==> src/rtl/xfire_fpu_bkm_ctrl_pkg.sv <==
// Shared definitions for the BKM sequencer: opcode width, operand format codes, FSM state encoding.
`ifndef OPSIZE
`define OPSIZE 4
`endif

package xfire_fpu_bkm_ctrl_pkg;

  localparam int OP_W = `OPSIZE;

  localparam logic [1:0] FMT_SP   = 2'b00;
  localparam logic [1:0] FMT_DP   = 2'b01;
  localparam logic [1:0] FMT_XP   = 2'b10;
  localparam logic [1:0] FMT_RSVD = 2'b11;

  typedef enum logic [2:0] {
    ST_IDLE = 3'd0,
    ST_LOAD = 3'd1,
    ST_ITER = 3'd2,
    ST_NORM = 3'd3,
    ST_DONE = 3'd4
  } state_t;

endpackage

==> src/rtl/xfire_fpu_bkm_ctrl_iter_cnt.sv <==
// BKM iteration index: clear, saturating increment, terminal-count flag at N-1.
module xfire_fpu_bkm_iter_cnt #(
  parameter int N     = 64,
  parameter int LOG2N = 6
) (
  input  logic             clk,
  input  logic             arst,
  input  logic             srst,
  input  logic             clr,
  input  logic             inc,
  output logic [LOG2N-1:0] cnt,
  output logic             tc
);

  localparam logic [LOG2N-1:0] LAST = LOG2N'(N - 1);

  assign tc = (cnt == LAST);

  always_ff @(posedge clk or posedge arst) begin
    if (arst)              cnt <= '0;
    else if (srst || clr)  cnt <= '0;
    else if (inc && !tc)   cnt <= cnt + LOG2N'(1);
  end

endmodule

==> src/rtl/xfire_fpu_bkm_ctrl.sv <==
// BKM operation sequencer: load, N iteration steps, normalise, done/abort, with stall and exception handling.
// state | meaning
// IDLE  | waiting for start
// LOAD  | operands loaded into datapath (ld)
// ITER  | one BKM iteration per enabled cycle (step, iter)
// NORM  | normalise/round (norm)
// DONE  | completion pulse (done, abort on failure)
`ifndef OPSIZE
`define OPSIZE 4
`endif

module xfire_fpu_bkm_ctrl
  import xfire_fpu_bkm_ctrl_pkg::*;
#(
  parameter int N     = 64,
  parameter int LOG2N = 6
) (
  input  logic               clk,
  input  logic               arst,
  input  logic               srst,
  input  logic               enable,
  input  logic               start,
  input  logic [`OPSIZE-1:0] op,
  input  logic [1:0]         format,
  input  logic               dp_err,
  output logic               ld,
  output logic               step,
  output logic [LOG2N-1:0]   iter,
  output logic               norm,
  output logic [`OPSIZE-1:0] op_q,
  output logic [1:0]         fmt_q,
  output logic               busy,
  output logic               done,
  output logic               abort
);

  state_t             state, state_d;
  logic               ld_d, step_d, norm_d, done_d, abort_d, busy_d;
  logic [`OPSIZE-1:0] op_d;
  logic [1:0]         fmt_d;
  logic               cnt_clr, cnt_inc, cnt_tc;

  xfire_fpu_bkm_iter_cnt #(.N(N), .LOG2N(LOG2N)) u_iter_cnt (
    .clk  (clk),
    .arst (arst),
    .srst (srst),
    .clr  (cnt_clr),
    .inc  (cnt_inc),
    .cnt  (iter),
    .tc   (cnt_tc)
  );

  // Strobes are registered for the state being entered, so every output comes from a flop.
  always_comb begin
    state_d = state;
    ld_d    = 1'b0;
    step_d  = 1'b0;
    norm_d  = 1'b0;
    done_d  = 1'b0;
    abort_d = 1'b0;
    op_d    = op_q;
    fmt_d   = fmt_q;
    cnt_clr = 1'b0;
    cnt_inc = 1'b0;
    if (enable) begin
      case (state)
        ST_IDLE: if (start) begin
          state_d = ST_LOAD;
          op_d    = op;
          fmt_d   = format;
          ld_d    = (format != FMT_RSVD);
        end
        ST_LOAD: if (fmt_q == FMT_RSVD) begin
          state_d = ST_DONE;
          done_d  = 1'b1;
          abort_d = 1'b1;
        end else begin
          state_d = ST_ITER;
          step_d  = 1'b1;
        end
        ST_ITER: if (dp_err) begin
          state_d = ST_DONE;
          done_d  = 1'b1;
          abort_d = 1'b1;
          cnt_clr = 1'b1;
        end else if (cnt_tc) begin
          state_d = ST_NORM;
          norm_d  = 1'b1;
          cnt_clr = 1'b1;
        end else begin
          step_d  = 1'b1;
          cnt_inc = 1'b1;
        end
        ST_NORM: begin
          state_d = ST_DONE;
          done_d  = 1'b1;
        end
        ST_DONE: state_d = ST_IDLE;
        default: state_d = ST_IDLE;
      endcase
    end
    busy_d = (state_d != ST_IDLE);
  end

  always_ff @(posedge clk or posedge arst) begin
    if (arst) begin
      state <= ST_IDLE;
      op_q  <= '0;
      fmt_q <= '0;
      ld    <= 1'b0;
      step  <= 1'b0;
      norm  <= 1'b0;
      busy  <= 1'b0;
      done  <= 1'b0;
      abort <= 1'b0;
    end else if (srst) begin
      state <= ST_IDLE;
      op_q  <= '0;
      fmt_q <= '0;
      ld    <= 1'b0;
      step  <= 1'b0;
      norm  <= 1'b0;
      busy  <= 1'b0;
      done  <= 1'b0;
      abort <= 1'b0;
    end else begin
      state <= state_d;
      op_q  <= op_d;
      fmt_q <= fmt_d;
      ld    <= ld_d;
      step  <= step_d;
      norm  <= norm_d;
      busy  <= busy_d;
      done  <= done_d;
      abort <= abort_d;
    end
  end

endmodule

==> config.mk <==
export PLATFORM = sky130hd
export DESIGN_NAME = xfire_fpu_bkm_ctrl
export DESIGN_NICKNAME = d
export VERILOG_FILES = /design/src/rtl/xfire_fpu_bkm_ctrl_pkg.sv /design/src/rtl/xfire_fpu_bkm_ctrl_iter_cnt.sv /design/src/rtl/xfire_fpu_bkm_ctrl.sv
export SDC_FILE = /design/constraint.sdc
export NUM_CORES = 1
export LEC_CHECK = 0
export ABC_AREA = 1
export BUFFER_PORTS_ARGS = -buffer_cell sky130_fd_sc_hd__buf_2
export CELL_PAD_IN_SITES_DETAIL_PLACEMENT = 1
export CELL_PAD_IN_SITES_GLOBAL_PLACEMENT = 2
export CORE_MARGIN = 4
export CORE_UTILIZATION = 33
export CTS_BUF_LIST = sky130_fd_sc_hd__clkbuf_4
export CTS_CLUSTER_SIZE = 8
export DETAILED_ROUTE_END_ITERATION = 10
export HOLD_SLACK_MARGIN = 0.03
export PLACE_DENSITY = 0.87
export SETUP_SLACK_MARGIN = 0.2
export SLEW_MARGIN = 20
export SYNTH_ARGS = -nofsm -noshare
export SYNTH_HDL_FRONTEND = slang
export SYNTH_HIERARCHICAL = 1
export SYNTH_SLANG_ARGS = --single-unit
==> constraint.sdc <==
create_clock -name clk -period 5.05 [get_ports clk]
set_clock_uncertainty 0.2 [all_clocks]
set_input_delay 0.2525 -clock clk [delete_from_list [all_inputs] [get_ports clk]]
set_output_delay 0.2525 -clock clk [all_outputs]
set_load 0.02 [all_outputs]
==> results of run 1 <==
-- cells by family (layout without fill, tap and decap cells) --
kind of cell,count (synthesis),after routing,share of synthesized area (%)
flip-flops,21,21,46.87
adder cells (fa/ha/maj),1,1,1.116
AND/OR/NAND/NOR,68,68,32.25
AO/OA/AOI/OAI,18,18,9.709
buffers and inverters,29,71,10.04
-- worst min path at each step --
stage                             end  slack [ps]  cells past startpoint
floorplan           u_iter_cnt/cnt[0]        -160                      1
global placement    u_iter_cnt/cnt[2]          -4                      2
detailed placement  u_iter_cnt/cnt[0]           6                      2
CTS                              done          90                      3
global route                     done         130                      3
finish                           done         120                      3
-- area by class of cell --
cell class	instances	area share, %
Timing Repair Buffer	39	16.98
Multi-Input combinational cell	87	33.45
Clock buffer	4	2.080
Sequential cell	21	36.40
Inverter	28	7.279
Tap cell	44	3.813
-- critical path: stages (launching register included) --
cell and delay (ps):
dfrtp_1 440, ha_1 240, nand2_2 120, nor2_2 70, nor2_1 140, nand2_1 90
nor2_1 260, inv_1 120, nor2_2 210, nand3_1 100, nand2_1 70
-- cell usage after synthesis, types with 2 or more instances --
cell type  instances
inv_1             26
a21oi_1            5
o21ai_2            2
dfrtp_1           21
nand3b_1           2
nor2_2             4
nor2_1             9
nand2_2            3
o21bai_1           2
o21ai_0            7
nand3_1           17
nand3_2            3
inv_2              2
nand4_1            3
nand2_1           22
-- sequential cells by signal (all words and copies together), names as in the netlist --
name            count
state               3
busy                1
op_q                4
ld                  1
step                1
abort               1
done                1
u_iter_cnt/cnt      6
norm                1
fmt_q               2
-- layout by cell type, fill, tap and decap left out --
master         count
dlygate4sd3_1     10
ha_1               1
nor3_1             1
nand2_2            3
a21oi_1            5
o21bai_1           2
nor2_1             9
nand2_4            1
nor2_8             1
a21oi_2            1
nand3_1           17
nor3_2             1
nand2_1           22
o21ai_0            7
inv_1             26
dfrtp_1           21
clkbuf_4           4
nor4_1             1
o211ai_1           1
nand3_2            3
o21ai_2            2
inv_2              2
nand3b_1           2
buf_2             29
nand4_1            3
nor2_2             4
-- stage by stage --
step                cell area [um^2]  util [%]
floorplan                       1121         -
global placement                1314     41.67
detailed placement              1314     41.67
CTS                             1444     45.79
global route                    1444     45.79
finish                          1444     45.79
-- power by group through the flow --
stage	clock network [uW]	registers, uW	logic [uW]
floorplan	0	184	21.5
global placement	0	179	40.9
detailed placement	0	179	42.0
CTS	93.1	176	47.8
global route	97.3	177	53.1
finish	86.8	176	47.4
-- layer usage --
layer	GRT usage, %	routed length, um	up-vias
li1	-	-	527
met1	17.81	1271	491
met3	2.381	112	4
met5	0	0	-
met2	26.77	1492	21
met4	6.853	29	0
==> impl_metrics.toml, run 1 <==
[clock_network]
post_cts_buffers = 0
cts_resized = 0
clock_latency_ps = 300
ctsLongestPathBuffers = 2
cts_made_buffers = 3
htreeDepth = 1
cts_tree = "built"
clock_sinks = 21
root_buffer = "clkbuf_4"
clk_pin_slew_ps = 120
cts_hold_buf = 10

[yosys]
synth_cell_types = 24
synth_area_mm2 = 0.001121
ys_ff_latch = 21
ys_async_sr_fraction_pct = 100.0
synth-warning-count = 6
synth_top_cell_by_area = "dfrtp_1"
synth_edf_count = 0
syn_nets = 150
synth_top_flop_cell = "dfrtp_1"
synth_top_area_share_pct = 46.88
synth.area.top_cells = "dfrtp_1 47%, inv_1 8.7%, nand3_1 7.6%"
ys_seq_area_share_pct = 46.88
synth_area_per_cell_um2 = 8.183
syn_inst = 137

[global_routing]
grt_pass1_vias = 1112
antenna_found_initial = 0
overflow = 0
grt_max_degree = 16
grtUsageTotal_pct = 15.16
grt_first_pass_wirelength_um = 5106

[finish]
drive_gt1_share_pct = 28.49
syn2layout_area_growth_pct = 28.79
nFillCells = 408
instances_no_fill = 223
num-nets-final = 193
multi_input_area_um2 = 483.0
seqCellArea_um2 = 525.5
antenna_cells = 0

[sta]
slew_headroom_pct = 60.85
fin_tns_setup_ps = 0
whs_ps = 116.1
max_clock_freq_ghz = 0.4705
finalCritPeriodShare_pct = 42.09
setup_viol = 0
drv_slew = 0
hold_viol_final = 0
rsz0062_at_grt = "no"
fin_ws_ps = 2924
worstMarginPinSlew_ps = 586.6
min_period_ps = 2126

[outcome]
status = "complete, no violations"

[die]
dieArea_mm2 = 0.004394
start_util_pct = 35.56
core_area_mm2 = 0.003153
die_h_um = 66.29
ios = 30
rows = 20
chipWidth_um = 66.29

[placement]
dpl.cell_count = 209
dpl.hpwl_um = 2293
gp_congestion = 0.7613
portBuffers = 29
place_ws_ps = 2939

[setup_path]
crit_fanout = 5
r2r_end = "u_iter_cnt/cnt[0]"
arrival_ps = 2180
rrSetupSlack_ps = 2920
crit_start = "u_iter_cnt/cnt[0]"
end_kind = "flop"
cp.required_ps = 5100
r2r_cells = 10
r2r-start = "u_iter_cnt/cnt[0]"
worstSetupEndpoint = "u_iter_cnt/cnt[0]"
crit_type = "reg -> reg"
worstSetupStartpointType = "flop"

[pwr]
p_total_uw = 310.4
power_density_mw_per_mm2 = 215.0
p_comb_share_pct = 15.3
ir_worst_vdd_mv = 0.1162
switchingPower_uw = 83.88
power_frac_clock_pct = 28.0
internal-power_uw = 226.6
seqPwrFrac_pct = 56.8
p_leak_uw = 0.0008024
swShare_pct = 27.02

[min_path]
worstHoldStart = "enable"
holdCritPathClass = "in -> reg"

[routing]
detail-route-antenna-nets = 0
viasPerCell = 4.677
initialDrtViolationCount = 28
wl_per_cell_um = 13.03
firstDrtPassIters = 3
wl_um = 2905
drc = 0
vias = 1043

[run]
max-cap-violations = 0
No activity file was read; power rests on OpenSTA's default activity.
==> run 2, diff against run 1 <==
ABC_AREA = 0   (was 1)
CORE_UTILIZATION = 29   (was 33)
PLACE_DENSITY = 0.77   (was 0.87)
clock period = 1.7 ns   (was 5.05 ns; I/O delays follow)
==> run 2 against run 1 <==
  * The flow now finishes with violations (negative setup slack)
  * Sequential share of layout area decreased by 5.9 points
  * Fmax rose by 3.5%
  * Cell count is 1.8% lower
  * Clock power grew to 3.0 times the previous value
  * Worst hold slack lost 59 ps
  * Core utilization grew 4.1 points
==> impl_metrics.toml, run 2 <==
[outcome]
status = "complete, but fails checks"
violations = "negative setup slack"

[global_routing]
busiest_layer = "met2"
use_met3_pct = 2.754
overflow = 0
grt_pass1_vias = 1189
grt_util_met2_pct = 25.42
grt_max_degree = 25
antenna_found_initial = 0
grtUsageTotal_pct = 14.16
grtUsageMet1_pct = 17.31
grt_first_pass_wirelength_um = 5616

[sta]
fin_ws_ps = -353.8
setup_viol = 8
whs_ps = 56.84
finalCritPeriodShare_pct = 120.8
drv_slew = 0
hold_viol_final = 0
rsz0062_at_grt = "yes"
slew_headroom_pct = 59.60
worstMarginPinSlew_ps = 605.4
max_clock_freq_ghz = 0.4869
min_period_ps = 2054

[finish]
layout_commonest_cell = "buf_2"
syn2layout_area_growth_pct = 58.85
multi_input_area_um2 = 645.6
nFillCells = 403
regMostFlops = "u_iter_cnt/cnt"
mostFrequentLayoutCells = "29 x buf_2, 23 x buf_4, 19 x dfrtp_1, 14 x nand2b_1, 12 x dlygate4sd3_1"
reg.largest.list = "u_iter_cnt/cnt x6, op_q x4, state x3"
largest_reg_flops = 6
num-nets-final = 187
seqCellArea_um2 = 528.0
drive_gt1_share_pct = 46.24
antenna_cells = 0
instances_no_fill = 219

[yosys]
synth_area_per_cell_um2 = 10.08
yosys-top-cells-count = "21 x dfrtp_1, 14 x nand2b_1, 9 x nand2_1, 8 x mux2i_1"
ys_ff_latch = 21
synth_top_area_share_pct = 48.28
synth_top_flop_cell = "dfrtp_1"
synth_xor_area_share_pct = 0
muxShareOfSynthArea_pct = 7.356
ys_seq_area_share_pct = 48.28
synth_cell_types = 39
synth_top_family_by_area = "simple AND/OR/NAND/NOR gates"
synth.area.top_cells = "dfrtp_1 48%, nand2b_1 8.0%, mux2i_1 7.4%"
synthMostInstantiatedCell = "dfrtp_1"
synth_compound_area_share_pct = 13.22
synthSimpleGateAreaFrac_pct = 26.09
synthAdderAreaFrac_pct = 1.149
ys_async_sr_fraction_pct = 100.0
synth-warning-count = 6
syn_inst = 108
synth_top_cell_by_area = "dfrtp_1"
syn_nets = 121
synth_edf_count = 0
synth_area_mm2 = 0.001089

[pwr]
p_comb_share_pct = 17.7
ir_worst_vdd_mv = 0.3315
internal-power_uw = 701.5
swShare_pct = 26.51
power_density_mw_per_mm2 = 552.0
power_frac_clock_pct = 27.6
seqPwrFrac_pct = 54.7
switchingPower_uw = 253.0
p_leak_uw = 0.0008239

[die]
rows = 21
ios = 30
chipWidth_um = 69.27
dieArea_mm2 = 0.004798
start_util_pct = 31.39
die_h_um = 69.27
core_area_mm2 = 0.003468

[clock_network]
cts_tree = "built"
htreeDepth = 1
clk_pin_slew_ps = 120
ctsLongestPathBuffers = 2
cts_made_buffers = 3
root_buffer = "clkbuf_4"
clock_latency_ps = 300
clock_sinks = 21

[setup_path]
worstSetupStartpointType = "flop"
crit_type = "reg -> reg"
crit_fanout = 3
cp.required_ps = 1730
r2r-start = "u_iter_cnt/cnt[0]"
worstSetupEndpoint = "u_iter_cnt/cnt[1]"
rrSetupSlack_ps = -350
arrival_ps = 2080
end_kind = "flop"
crit_start = "u_iter_cnt/cnt[0]"
r2r_end = "u_iter_cnt/cnt[1]"
r2r_cells = 9

[placement]
dpl.hpwl_um = 2303
portBuffers = 29
gp_congestion = 0.7918
dpl.cell_count = 201

[min_path]
holdCritPathClass = "in -> async"

[routing]
wl_per_cell_um = 14.68
vias = 1069
drc = 0
detail-route-antenna-nets = 0
viasPerCell = 4.881
firstDrtPassIters = 2
wl_um = 3216
initialDrtViolationCount = 42

[run]
max-cap-violations = 0
run 2: cell count changes after synthesis, moves of 4 or more:
cell and change:
inv_1 -22, nor2_2 -4, o21ai_0 -5, nand3_1 -15, mux2i_1 +8, nand2b_1 +14, nand2_1 -13
run 2: layout make-up:
type,count,share of cell area (%)
Multi-Input combinational cell,78,37.34
Tap cell,46,3.329
Sequential cell,21,30.54
Clock buffer,4,1.737
Inverter,5,1.085
Timing Repair Buffer,65,25.98
run 2: how the worst min path moves through the flow:
stage               startpoint           endpoint  slack [ps]  cells after the start
CTS                     dp_err               step          40                      5
global placement          arst  u_iter_cnt/cnt[2]        -170                      2
global route              arst  u_iter_cnt/cnt[2]          90                      3
finish                    arst  u_iter_cnt/cnt[0]          60                      3
detailed placement        arst  u_iter_cnt/cnt[2]        -150                      2
floorplan                 arst  u_iter_cnt/cnt[2]        -320                      1
run 2: metrics by stage:
step                setup TNS [ps]  total power (uW)  cell area [um^2]  setup WS, ps  utilization, %
global placement             -2162             669.5              1473        -389.6           42.46
finish                       -2057             954.5              1729        -353.8           49.86
global route                 -2613              1011              1729        -431.9           49.86
detailed placement           -2668             673.4              1473        -467.6           42.46
floorplan                    -2075             614.7              1129        -492.2               -
CTS                          -2044             969.7              1678        -354.6           48.38
run 2: power by group through the flow:
stage          registers, uW  logic (uW)  clock network (uW)
2_1_floorplan            546        68.6                   0
3_3_place_gp             531         139                   0
3_5_place_dp             532         142                   0
4_1_cts                  522         166                 281
5_1_grt                  524         188                 298
6_report                 522         169                 263
run 2: logic make-up (layout without fill, tap and decap cells):
group           count (synthesis)  count (layout)
fa+ha+maj                       1               1
mux                             8               8
simple gates                   48              48
buf+inv                         9              74
flops                          21              21
compound gates                 21              21
run 2: worst max-delay path: stages, from the launching register on:
cell and delay (ps):
dfrtp_2 450, ha_4 160, and3_4 170, and3_4 150, nor3_4 130, buf_4 150
inv_2 50, a31oi_4 170, buf_6 130, mux2i_1 200
run 2: what timing repair did:
item | in CTS | in global routing
pin swaps | 7 | 1
endpoints found under the setup margin | 15 | 14
hold endpoints to repair | 37 | 0
hold buffers | 12 | 0
resized for setup | 11 | 7
buffers inserted | 1 | 1
run 2: metal layers:
layer,part of all wire [%],vias to the layer above
li1,-,517
met3,3.3,2
met1,45,531
met2,51,19
met4,0.31,0
met5,0,-
==> run 3, diff against run 2 <==
CELL_PAD_IN_SITES_DETAIL_PLACEMENT = unset   (was 1)
CELL_PAD_IN_SITES_GLOBAL_PLACEMENT = unset   (was 2)
CORE_UTILIZATION = 40   (was 29)
PLACE_DENSITY = 0.67   (was 0.77)
==> run 3 against run 2 <==
  * The flow still finishes with violations (negative setup slack)
  * Worst hold slack improved by 24 ps
  * Power shrank 2.0%
  * Combinational power is essentially flat
  * Fmax down 3.8%
  * Cell area decreased by 0.72%
  * Register-to-register slack got worse by 80 ps
  * First-iteration DRC count shrank 52%
  * Die area fell by 25%
  * Largest cell class unchanged
  * Setup slack lost 82 ps
==> impl_metrics.toml, run 3 (synthesized netlist as in run 2, its figures left out) <==
[setup_path]
crit_path_cell_trace = "ha_4 > and3_4 > and3_4 > nor3_4 > nand4_1 > or4_4 > a21boi_2"
crit_fanout = 2
crit_slowest_cell = "or4_4"
cp.required_ps = 1740
crit_type = "reg -> reg"
r2r_cells = 7
cpPeakStageDelay_ps = 460
worstSetupStartpointType = "flop"
arrival_ps = 2170
critical_path.most_common_cell = "and3_4"
end_kind = "flop"

[die]
core_area_mm2 = 0.002545
start_util_pct = 42.77
ios = 30
chipWidth_um = 60.17
die_h_um = 60.17
dieArea_mm2 = 0.003620
rows = 18

[run]
max-cap-violations = 0

[min_path]
holdCritPathClass = "in -> reg"
holdPathStages = 5

[placement]
placed_area_mm2 = 0.001423
portBuffers = 29
gp_congestion = 0.8483
dpl.hpwl_um = 1866

[sta]
fin_ws_ps = -435.5
finalCritPeriodShare_pct = 125.6
max_clock_freq_ghz = 0.4683
min_period_ps = 2135
rsz0062_at_grt = "yes"
slew_headroom_pct = 61.36
hold_viol_final = 0
drv_slew = 0
setup_viol = 9
worstMarginPinSlew_ps = 579.0
whs_ps = 80.40

[pwr]
p_comb_share_pct = 18.3
swShare_pct = 26.82
p_leak_uw = 0.0008179
ir_worst_vdd_mv = 0.6374
seqPwrFrac_pct = 55.8
power_density_mw_per_mm2 = 545.0
p_total_uw = 935.6
internal-power_uw = 684.7
power_frac_clock_pct = 25.9
switchingPower_uw = 250.9

[finish]
syn2layout_area_growth_pct = 57.70
mostFrequentLayoutCells = "29 x buf_2, 19 x dfrtp_1, 19 x buf_4, 14 x nand2b_1, 13 x dlygate4sd3_1"
largest_reg_flops = 6
antenna_cells = 0
final_area_mm2 = 0.001717
drive_gt1_share_pct = 45.93
fin_util_pct = 67.45
num-nets-final = 186
reg.largest.list = "u_iter_cnt/cnt x6, op_q x4, state x3"
regMostFlops = "u_iter_cnt/cnt"
layout_commonest_cell = "buf_2"

[clock_network]
clk_pin_slew_ps = 120
clock_latency_ps = 310
htreeDepth = 1
cts_tree = "built"
root_buffer = "clkbuf_4"
cts_made_buffers = 3
clock_sinks = 21
ctsLongestPathBuffers = 2

[global_routing]
grtUsageTotal_pct = 18.01
grt_first_pass_wirelength_um = 4816
grt_pass1_vias = 1060
grt_max_degree = 25
overflow = 0
antenna_found_initial = 0

[routing]
wl_um = 2973
wl_per_cell_um = 14.72
viasPerCell = 5.193
detail-route-antenna-nets = 0
firstDrtPassIters = 4
drc = 0
vias = 1049
initialDrtViolationCount = 20

[outcome]
status = "complete, but fails checks"
violations = "negative setup slack"
## run 3: cell types whose count changed in the layout (fill, tap and decap cells not counted), sizes merged
cell	change
clkbuf	-1
clkinvlp	+1
buf	-2
dlygate4sd3	+1
## run 3: stage by stage
| step | setup TNS (ps) | setup slack (ps) | std cells |
|---|---|---|---|
| after floorplan | -2075 | -492.2 | 108 |
| after global placement | -1704 | -353.3 | 181 |
| after detailed placement | -2056 | -473.1 | 181 |
| after CTS | -2418 | -409.9 | 202 |
| after global routing | -3156 | -517.2 | 202 |
| final | -2450 | -435.5 | 202 |
## run 3: area by class of cell
cell class | count | area (um^2)
multi-input combinational | 78 | 650.6
fill | 194 | 828.3
timing repair buffer | 64 | 451.7
inverter | 5 | 18.77
clock inverter | 1 | 7.507
tap | 30 | 37.54
sequential | 21 | 528.0
clock buffer | 3 | 22.52
## run 3: per-layer routing
layer	global-route usage, %	wire length (um)	up-vias
met4	5.380	68	0
met5	0	0	-
met1	21.70	1224	493
met3	5.616	162	8
li1	-	-	516
met2	30.56	1519	32
## run 3: worst paths after layout
check | startpoint | to | slack (ps)
setup / recovery | u_iter_cnt/cnt[1] | u_iter_cnt/cnt[5] | -440
hold / removal | dp_err | u_iter_cnt/cnt[5] | 80
setup reg to reg | u_iter_cnt/cnt[1] | u_iter_cnt/cnt[5] | -440
hold reg to reg | op_q[2] | op_q[2] | 350
max in group asynchronous | arst | u_iter_cnt/cnt[0] | 510
min in group asynchronous | arst | op_q[3] | 160
## run 3: power groups by stage
stage               Sequential [uW]  Combinational (uW)  Clock (uW)
global placement                530                 132           0
floorplan                       546                68.6           0
finish                          522                 171         243
global route                    524                 187         276
CTS                             521                 160         255
detailed placement              531                 134           0
## run 3: what timing repair did
| item | in CTS | in global routing |
|---|---|---|
| buffers inserted | 4 | 0 |
| pin swaps | 7 | 4 |
| gates resized for setup | 7 | 15 |
| setup endpoints to repair | 13 | 13 |
| endpoints found under the hold margin | 36 | 0 |
| hold buffers | 13 | 0 |
## run 3: critical path, delay by kind of cell, from the launching register on
kind | cells | cell delay, ps
flip-flops | 1 | 440
AND/OR/NAND/NOR | 5 | 1100
adder cells (fa/ha/maj) | 1 | 160
AO/OA/AOI/OAI | 1 | 160
